### config.mk
export PLATFORM = sky130hd
export DESIGN_NAME = sat_counter
export DESIGN_NICKNAME = d
export VERILOG_FILES = /design/src/rtl/seq_checker_sat_counter.sv
export SDC_FILE = /design/constraint.sdc
export NUM_CORES = 1
export LEC_CHECK = 0
export ABC_AREA = 1
export CORE_AREA = 3 3 40 42
export CTS_BUF_LIST = sky130_fd_sc_hd__clkbuf_16
export DETAILED_ROUTE_END_ITERATION = 8
export DIE_AREA = 0 0 43 45
export GPL_TIMING_DRIVEN = 0
export PLACE_DENSITY = 0.68
export SLEW_MARGIN = 20
export SYNTH_ARGS = -nofsm -noshare
export SYNTH_HDL_FRONTEND = slang
export SYNTH_SLANG_ARGS = --single-unit
### constraint.sdc
create_clock -name clk -period 1.9 [get_ports clk]
set_clock_uncertainty 0.2 [all_clocks]
set_input_delay 0.285 -clock clk [delete_from_list [all_inputs] [get_ports clk]]
set_output_delay 0.285 -clock clk [all_outputs]
set_load 0.005 [all_outputs]
### src/rtl/seq_checker_sat_counter.sv
// sat_counter: saturating up-counter with a synchronous clear.
//   clk  : clock, rising edge
//   rst  : synchronous active-low reset
//   clr  : clear to zero; takes priority over inc
//   inc  : count up by one, holding at all-ones
//   cnt  : current count
module sat_counter #(
  parameter int W = 8
) (
  input  logic         clk,
  input  logic         rst,
  input  logic         clr,
  input  logic         inc,
  output logic [W-1:0] cnt
);
  always_ff @(posedge clk) begin
    if (!rst)                  cnt <= '0;
    else if (clr)              cnt <= '0;
    else if (inc && ~&cnt)     cnt <= cnt + W'(1);
  end
endmodule

# Word-level counts from Yosys, hierarchy flattened
# Index checks and enable logic that the tools add are counted.
[word_totals]
ff_bits = 8
out_inout_bits = 8
wordCells = 7
[classes]
add_sub_neg = 1
bitwise_logic = 1
n_reduce_logical = 4
[op_table]
columns = ["operator", "n"]
rows = [
  ["$add A8 B1 Y8 const B", 1],
  ["$reduce_and A8 Y1", 1],
  ["$reduce_or A2 Y1", 1],
  ["$logic_and A1 B1 Y1", 1],
  ["$logic_not A1 Y1", 1],
  ["$not A1 Y1", 1],
]

# Depth between registers and ports, before layout
[depth]
ltp_word = 3
mapped_depth = 7
ltp_nobuf = 7

# Worst setup path after synthesis
# OpenSTA, ideal clock, no wires.
[synth_path]
kind = "flip-flop to flip-flop"
start = "register cnt[0]"
end = "register cnt[0]"
setup_ps = 115
t_arrival_ps = 1060
path_slack_ps = 525
path_stages_with_launch = 7
path_cell_list = "dfxtp_1 > ha_1 > nand2_2 > nor2_4 > nand2_4 > a21oi_1 > nor2_1"
[synth_via]
elab_chain_cells = 3
[synth_rtl]
columns = ["item", "line_no", "rtl"]
rows = [
  ["start, declared", "14", "output logic [W-1:0] cnt"],
  ["start signal, assigned", "19", "else if (inc && ~&cnt) cnt <= cnt + W'(1);"],
  ["parallel branches: the longest is 3 deep, another holds $add A8 B1 Y8", "-", ""],
]
# Several ways; the timed one is not identified.
# A chain may end at the register's enable or synchronous reset.

# Final worst setup path
[layout_path]
start = "register cnt[2]"
end = "output port cnt[2]"
# No word-level cell between the ends.

==> out/metrics.yaml <==
status: "complete, no violations"
num-fill-cells: 130
hold_path.class: "in -> reg"
final_nets: 92
placed_area_sq_um: 609.3
routedWlPerCell_um: 9.940
irDropWorstVdd_mv: 0.4441
syn_nets: 77
synth_top_area_share_pct: 32.65
synth_area_leaders: "dfxtp_1, nand2_1, nand3_1"
clock.fmax_ghz: 0.5859
relSlewSlack_pct: 83.97
avgSynthCellArea_sq_um: 6.812
worstPathCellList: "clkdlybuf4s50_1"
io_pins: 12
cts_root_buf: "clkbuf_16"
setup_violations: 0
setup-tns-final_ns: 0
multiInputGateArea_sq_um: 277.8
swShare_pct: 17.50
p_per_area_nw_per_um2: 809.1
areaGrowthSynthToFinish_pct: 39.54
fp.dieW_um: 43
drt-vias-per-instance: 4.620
seq_area_sq_um: 160.2
p_comb_share_pct: 5.5
gp_congestion: 0.7496
drc_errors: 0
ctsResizeCount: 0
first_pass_iters: 4
syn-instance-count: 72
slowest_delay_ns: 0.55
die_h_um: 45
yosysWarnings: 0
cap_violations: 0
placementRows: 13
hold_buffers: 0
fin_area_sq_um: 684.4
n_antenna_cell: 0
track_usage_pct: 11.57
synth.ff_latch_count: 8
ys_types: 16
worst_setup_path_start_kind: "flip-flop"
hold_violations: 0
clkLatencyLatePin_ns: 0.23
p_int_uw: 456.9
seq_power_share_pct: 31.3
dpl.hpwl_um: 693.8
cts_tree: "built"
clock_path_buffers: 2
htreeDepth: 1
grt_max_degree: 11
ys_seq_area_share_pct: 32.65
portBuffers: 10
crit_type: "reg -> out"
start_util_pct: 38.17
antenna_found_initial: 0
grt_pass1_wl_um: 1614
cts_buffers: 3
period_needed_ns: 1.707
crit_fanout: 6
critical_path_required_ns: 1.41
p_leak_uw: 0.0002900
clkPwrFrac_pct: 63.3
cp-end-kind: "output pin"
synthesis.area_sq_um: 490.5
clk_pin_slew_ns: 0.04
synth_largest_area_cell: "dfxtp_1"
grt_pass1_vias: 395
cts.sinks: 8
critical-path-top-delay-family: "buffers and inverters"
crit_arrival_ns: 1.22
num_vias: 462
drv_slew: 0
drt-total-wl_um: 994
cts_setup_buffers: 0
ant_nets: 0
drive_gt1_share_pct: 15.29
cp_slowest_cell: "clkdlybuf4s50_1"
drt_iter0_drc: 6
rsz0062_at_grt: "false"
largest_reg_flops: 8
path_buf_inv: 1
regMostFlops: "cnt"
period_share_pct: 89.83
globalRouteOverflowTotal: 0
die_area_sq_um: 1935
p_switching_uw: 96.88
tightest_slew_ns: 0.2401
reg_top3: "cnt: 8 flops"
core_sq_um: 1285
## cell type report
class | instances | share of cell area, %
multi-input cells | 51 | 40.58
flip-flops and latches | 8 | 23.40
repair buffers | 10 | 14.63
clock buffers | 3 | 10.97
inverters | 12 | 6.581
well taps | 15 | 2.742
plain buffers | 1 | 1.097
## stage by stage
step / cells / setup slack [ns] / hold WS [ns] / utilization [%] / power [uW]
after global placement: 97 / 0.4429 / 0.2784 / 47.42 / 205.9
final: 100 / 0.1932 / 0.1852 / 53.26 / 553.8
after CTS: 100 / 0.1991 / 0.1922 / 53.26 / 561.5
after floorplan: 72 / 0.5255 / 0.2446 / - / 194.3
after global routing: 100 / 0.1744 / 0.2076 / 53.26 / 574.5
after detailed placement: 97 / 0.4170 / 0.2828 / 47.42 / 206.6
## cell families after synthesis
logic type	share of synthesized area [%]
and+or+nand+nor	46.94
buffers and inverters	10.71
adders and majority gates	2.551
AOI/OAI and AO/OA	7.142
DFF	32.65
## final timing paths
| check | to | start | slack (ns) | depth (start not counted) |
|---|---|---|---|---|
| worst max-delay path | cnt[2] | cnt[2] | 0.19 | 1 |
| worst min-delay path | cnt[0] | inc | 0.19 | 3 |
| worst max register to register | cnt[1] | cnt[0] | 0.41 | 6 |
| worst min register to register | cnt[5] | cnt[5] | 0.29 | 2 |
## cells in the final DEF (no fill, tap or decap), drive strengths merged
master,instances
nand2,19
nor2,14
inv,11
clkdlybuf4s50,10
nand3,8
dfxtp,8
a21oi,7
clkbuf,3
nand4,2
buf,1
clkinv,1
ha,1
## synthesized netlist by cell type (all sizes together)
| library cell | count |
|---|---|
| ha | 1 |
| a21oi | 7 |
| buf | 1 |
| nor2 | 14 |
| inv | 11 |
| nand3 | 8 |
| clkinv | 1 |
| nand4 | 2 |
| dfxtp | 8 |
| nand2 | 19 |
## power by group through the flow
stage | logic, uW | clock network [uW] | registers (uW)
after floorplan | 18.7 | 0 | 176
after global placement | 30.2 | 0 | 176
after detailed placement | 30.8 | 0 | 176
after CTS | 30.8 | 358 | 173
after global routing | 33.9 | 367 | 173
final | 30.3 | 350 | 173
## layer usage
metal / global-route usage [%] / routed length [um] / vias to the layer above
met5: 0 / 0 / -
met4: 9.036 / 16 / 0
met3: 3.586 / 17 / 2
met2: 17.66 / 474 / 5
met1: 13.49 / 486 / 201
li1: - / - / 254
Power figures use the tool's default switching activity.
